<file path="src/rtl/membrane_integrator_pkg.sv">
// membrane_integrator_pkg: neuron FSM state enumeration and membrane width derivation shared with the spike generator
package membrane_integrator_pkg;
   typedef enum logic {INTEGRATE, REFRACTORY} state_t;
   function automatic int mem_width(input int n_stage);
      return n_stage + 2;
   endfunction
endpackage

</file>
<file path="src/rtl/membrane_integrator.sv">
// membrane_integrator: leaky saturating membrane integrator with spike reset, refractory hold and drop counter (clk, rst_n, en, in_valid, in_current, is_spike -> u, spike_out, refractory, drop_cnt)
module membrane_integrator
   import membrane_integrator_pkg::*;
#(
   parameter int N_STAGE = 2,
   parameter int LEAK_SHIFT = 1,
   parameter int REFRACT_CYCLES = 2,
   localparam int W = mem_width(N_STAGE),
   localparam int CW = REFRACT_CYCLES > 0 ? $clog2(REFRACT_CYCLES + 1) : 1
) (
   input  logic         clk,
   input  logic         rst_n,
   input  logic         en,
   input  logic         in_valid,
   input  logic [W-1:0] in_current,
   input  logic         is_spike,
   output logic [W-1:0] u,
   output logic         spike_out,
   output logic         refractory,
   output logic [7:0]   drop_cnt
);
   state_t state, state_n;
   logic [CW-1:0] cnt, cnt_n;
   logic [W-1:0] u_n;
   logic [W:0] sum;
   logic [7:0] drop_cnt_n;
   logic integ, fire, drop, spike_n;
   always_ff @(posedge clk or negedge rst_n) begin
      if (!rst_n) begin
         state <= INTEGRATE;
         cnt <= '0;
         u <= '0;
         spike_out <= 1'b0;
         drop_cnt <= '0;
      end else begin
         state <= state_n;
         cnt <= cnt_n;
         u <= u_n;
         spike_out <= spike_n;
         drop_cnt <= drop_cnt_n;
      end
   end
   always_comb begin
      integ = state == INTEGRATE;
      fire = en & integ & is_spike;
      drop = en & in_valid & (~integ | is_spike);
      sum = {1'b0, u} - {1'b0, u >> LEAK_SHIFT} + {1'b0, in_valid ? in_current : {W{1'b0}}};
      u_n = !en ? u : (!integ || is_spike) ? '0 : (sum[W] ? '1 : sum[W-1:0]);
      spike_n = fire;
      state_n = (fire && REFRACT_CYCLES != 0) ? REFRACTORY
              : (en && !integ && cnt == CW'(1)) ? INTEGRATE : state;
      cnt_n = fire ? CW'(REFRACT_CYCLES) : (en && !integ) ? cnt - CW'(1) : cnt;
      drop_cnt_n = drop_cnt + 8'(drop && drop_cnt != 8'hff);
      refractory = state == REFRACTORY;
   end
endmodule
</file>
<file path="config.mk">
export PLATFORM = sky130hd
export DESIGN_NAME = membrane_integrator
export DESIGN_NICKNAME = d
export VERILOG_FILES = /design/src/rtl/membrane_integrator_pkg.sv /design/src/rtl/membrane_integrator.sv
export SDC_FILE = /design/constraint.sdc
export NUM_CORES = 1
export LEC_CHECK = 0
export ABC_AREA = 1
export CAP_MARGIN = 20
export CORE_MARGIN = 4
export CORE_UTILIZATION = 30
export CTS_CLUSTER_SIZE = 10
export DETAILED_ROUTE_END_ITERATION = 6
export PLACE_DENSITY = 0.59
export SETUP_SLACK_MARGIN = 0.05
export SYNTH_ARGS = -nofsm -noshare
export SYNTH_HDL_FRONTEND = slang
export SYNTH_SLANG_ARGS = --single-unit
</file>
<file path="constraint.sdc">
create_clock -name clk -period 2.6 [get_ports clk]
set_clock_uncertainty 0.1 [all_clocks]
set_input_delay 0.26 -clock clk [delete_from_list [all_inputs] [get_ports clk]]
set_output_delay 0.26 -clock clk [all_outputs]
set_load 0.02 [all_outputs]
</file>
==> impl_metrics.csv <==
group,metric,value,unit
outcome,status,"finished, final reports clean",
synth,syn-cell-area,953,um2
critical_path,crit_type,"in2reg",
cts,cts_tree,"built",
layout,final_common_cell,"nand2_1",
synth,synth_cells,109,
floorplanning,dieArea,4140,um2
detailed_routing,drcViolationCount,0,
detailed_routing,dr.pass1.iters,2,
critical_path,worst-path-max-fanout,5,
power,ir_drop,0.000560,V
global_route,grtUsageTotal,9.69,%
critical_path,setup.worst_path.start_class,"primary input",
power,p_switching,0.000680,W
detailed_routing,wire_per_inst,10.3,um
timing,slew_violations,0,
timing,hold_viol_final,0,
global_route,grt_pass1_vias,764,
timing,clock.fmax,0.436,GHz
cts,postCtsHoldBufs,0,
critical_path,endpoint_kind,"register",
global_route,grt_first_pass_wirelength,3.17,mm
timing,slew_headroom,52.3,%
power,swShare,44.4,%
synth,avgSynthCellArea,8.75,um2
timing,worst_slew_pin_slew,0.713,ns
timing,whs,0.299,ns
synth,yosysWarnings,0,
synth,yosysSeqAreaShare,42.0,%
cts,clk_path_buf_depth,2,
detailed_routing,vias,750,
synth,synth_seq_cells,16,
layout,nNetsFinal,158,
power,internal_power,0.000851,W
floorplanning,core_area,3050,um2
cts,htreeDepth,1,
detailed_routing,viasPerCell,4.17,
cts,cts_root_buf,"clkbuf_4",
layout,postLayoutCoreUtil,41.7,%
place,routabilityCongestion,0.796,
timing,timing.final.crit_period,2.30,ns
detailed_routing,drt_iter0_markers,14,
layout,drive_gt1_share,7.35,%
layout,fill_cells,330,
power,pwr-share-seq,28.9,%
power,leakagePower,0.662,nW
critical_path,r2r_end,"u[0]",
synth,syn-num-nets,130,
floorplanning,start_util,31.2,%
cts,clkTransAtPathRegs,0.09,ns
hold_path,min-delay-path-class,"in2async",
detailed_routing,ant_nets,0,
place,port_buffers,22,
global_route,antenna_found_initial,0,
synth,async_flop_share,100,%
job,cap_violations,0,
layout,stdcell_count,180,
power,p_clk_share,10.5,%
detailed_routing,wirelength,1.85,mm
place,dp.cells,176,
synth,ys_types,19,
cts,insertion_delay,0.28,ns
timing,setup_viol,0,
timing,fin_crit_sh,88.3,%
cts,cts_num_sinks,16,
power,p_per_area,1200,nW/um2
global_route,grt_max_degree,17,
floorplanning,chipWidth,64.4,um
layout,syn2layout_area_growth,33.5,%
synth,synth_edf_count,0,
global_route,grt_overflow,0,
cts,cts_setup_buffers,0,
place,hpwl,1.50,mm
cts,numCtsBuffers,3,
layout,most-common-layout-cells,"38 x nand2_1, 22 x clkdlybuf4s50_1, 17 x inv_1",
layout,n_antenna_cell,0,
floorplanning,io_pins,23,
critical_path,arrival,2.38,ns
critical_path,critical_path_required,2.68,ns
critical_path,crit-reg2reg-launch,"u[2]",
synth,synth_top_flop_cell,"dfrtp_1",
timing,rsz0062_at_grt,"no",
cts,cts.repair.resized,0,
floorplanning,fp.dieH,64.4,um
critical_path,r2r_cells,11,
power,pwr-share-comb,60.7,%
floorplanning,rows,20,
critical_path,reg2reg_slack,0.39,ns
[flip-flops by register name, summed over array words and instances (netlist names)]
name / count
drop_cnt: 8
spike_out: 1
cnt: 2
refractory: 1
u: 4
[cells in the mapped netlist, drive strengths merged (2+ instances only)]
cell / count / area [um2]
nand2: 39 / 149
nor2: 4 / 17.5
nand4: 2 / 18.8
fa: 3 / 60.1
nand3: 6 / 30.0
xnor2: 4 / 35.0
xor2: 3 / 26.3
dfrtp: 16 / 400
ha: 9 / 113
inv: 18 / 67.6
[final cells by class]
cell class              instances  area [um2]  share of cell area (%)
flip-flops and latches         16         400                    31.5
multi-input cells              75         485                    38.2
repair buffers                 23         228                    17.9
well taps                      44        55.1                    4.33
clock buffers                   4        36.3                    2.85
inverters                      18        67.6                    5.31
[worst max-delay path: stages]
cell and delay, ns:
clkdlybuf4s50_1 0.55, nand2_1 0.07, inv_1 0.07, fa_1 0.46
fa_1 0.47, nand2_1 0.09, nand2_1 0.06, nand2_1 0.06
nand2_1 0.05, nand2_2 0.08, nand2_1 0.06, nand2_1 0.06
nand2_1 0.04
[through the flow]
step | worst slack (ns) | cell area, um2 | total power (W) | setup TNS (ns)
after floorplan | 0.394 | 953 | 0.00108 | 0
after detailed placement | -0.0117 | 1240 | 0.00138 | -0.0158
after CTS | 0.293 | 1270 | 0.00156 | 0
after global routing | 0.152 | 1270 | 0.00170 | 0
after global placement | 0.0690 | 1240 | 0.00137 | 0
final | 0.304 | 1270 | 0.00153 | 0
[power groups by stage]
stage | Clock [W] | Combinational, W | Sequential [W]
2_1_floorplan | 0 | 0.000554 | 0.000528
3_3_place_gp | 0 | 0.000920 | 0.000448
3_5_place_dp | 0 | 0.000936 | 0.000448
4_1_cts | 0.000168 | 0.000941 | 0.000446
5_1_grt | 0.000176 | 0.00106 | 0.000465
6_report | 0.000160 | 0.000928 | 0.000442
[how the worst max path moves through the flow]
stage | end | startpoint | cells past startpoint
after floorplan | u[3] | u[2] | 11
after global placement | u[3] | in_valid | 13
after detailed placement | u[3] | in_valid | 13
after CTS | u[3] | in_valid | 13
after global routing | u[3] | in_valid | 13
final | u[0] | in_valid | 13
[kinds of logic after synthesis]
kind of cell             synth area share [%]
AND/OR/NAND/NOR                          24.3
AO/OA/AOI/OAI                            2.10
adder cells (fa/ha/maj)                  18.1
flip-flops                               42.0
buffers and inverters                    7.09
XOR/XNOR                                 6.43
[metal layers]
layer  global-route usage (%)  share of wire (%)  up-vias
met5                        0                  0        -
met4                     3.96                  0        0
met3                     2.81                5.2        0
met2                     16.1                 48       17
met1                     11.7                 47      342
li1                         -                  -      391
No activity file was read; power rests on OpenSTA's default activity.
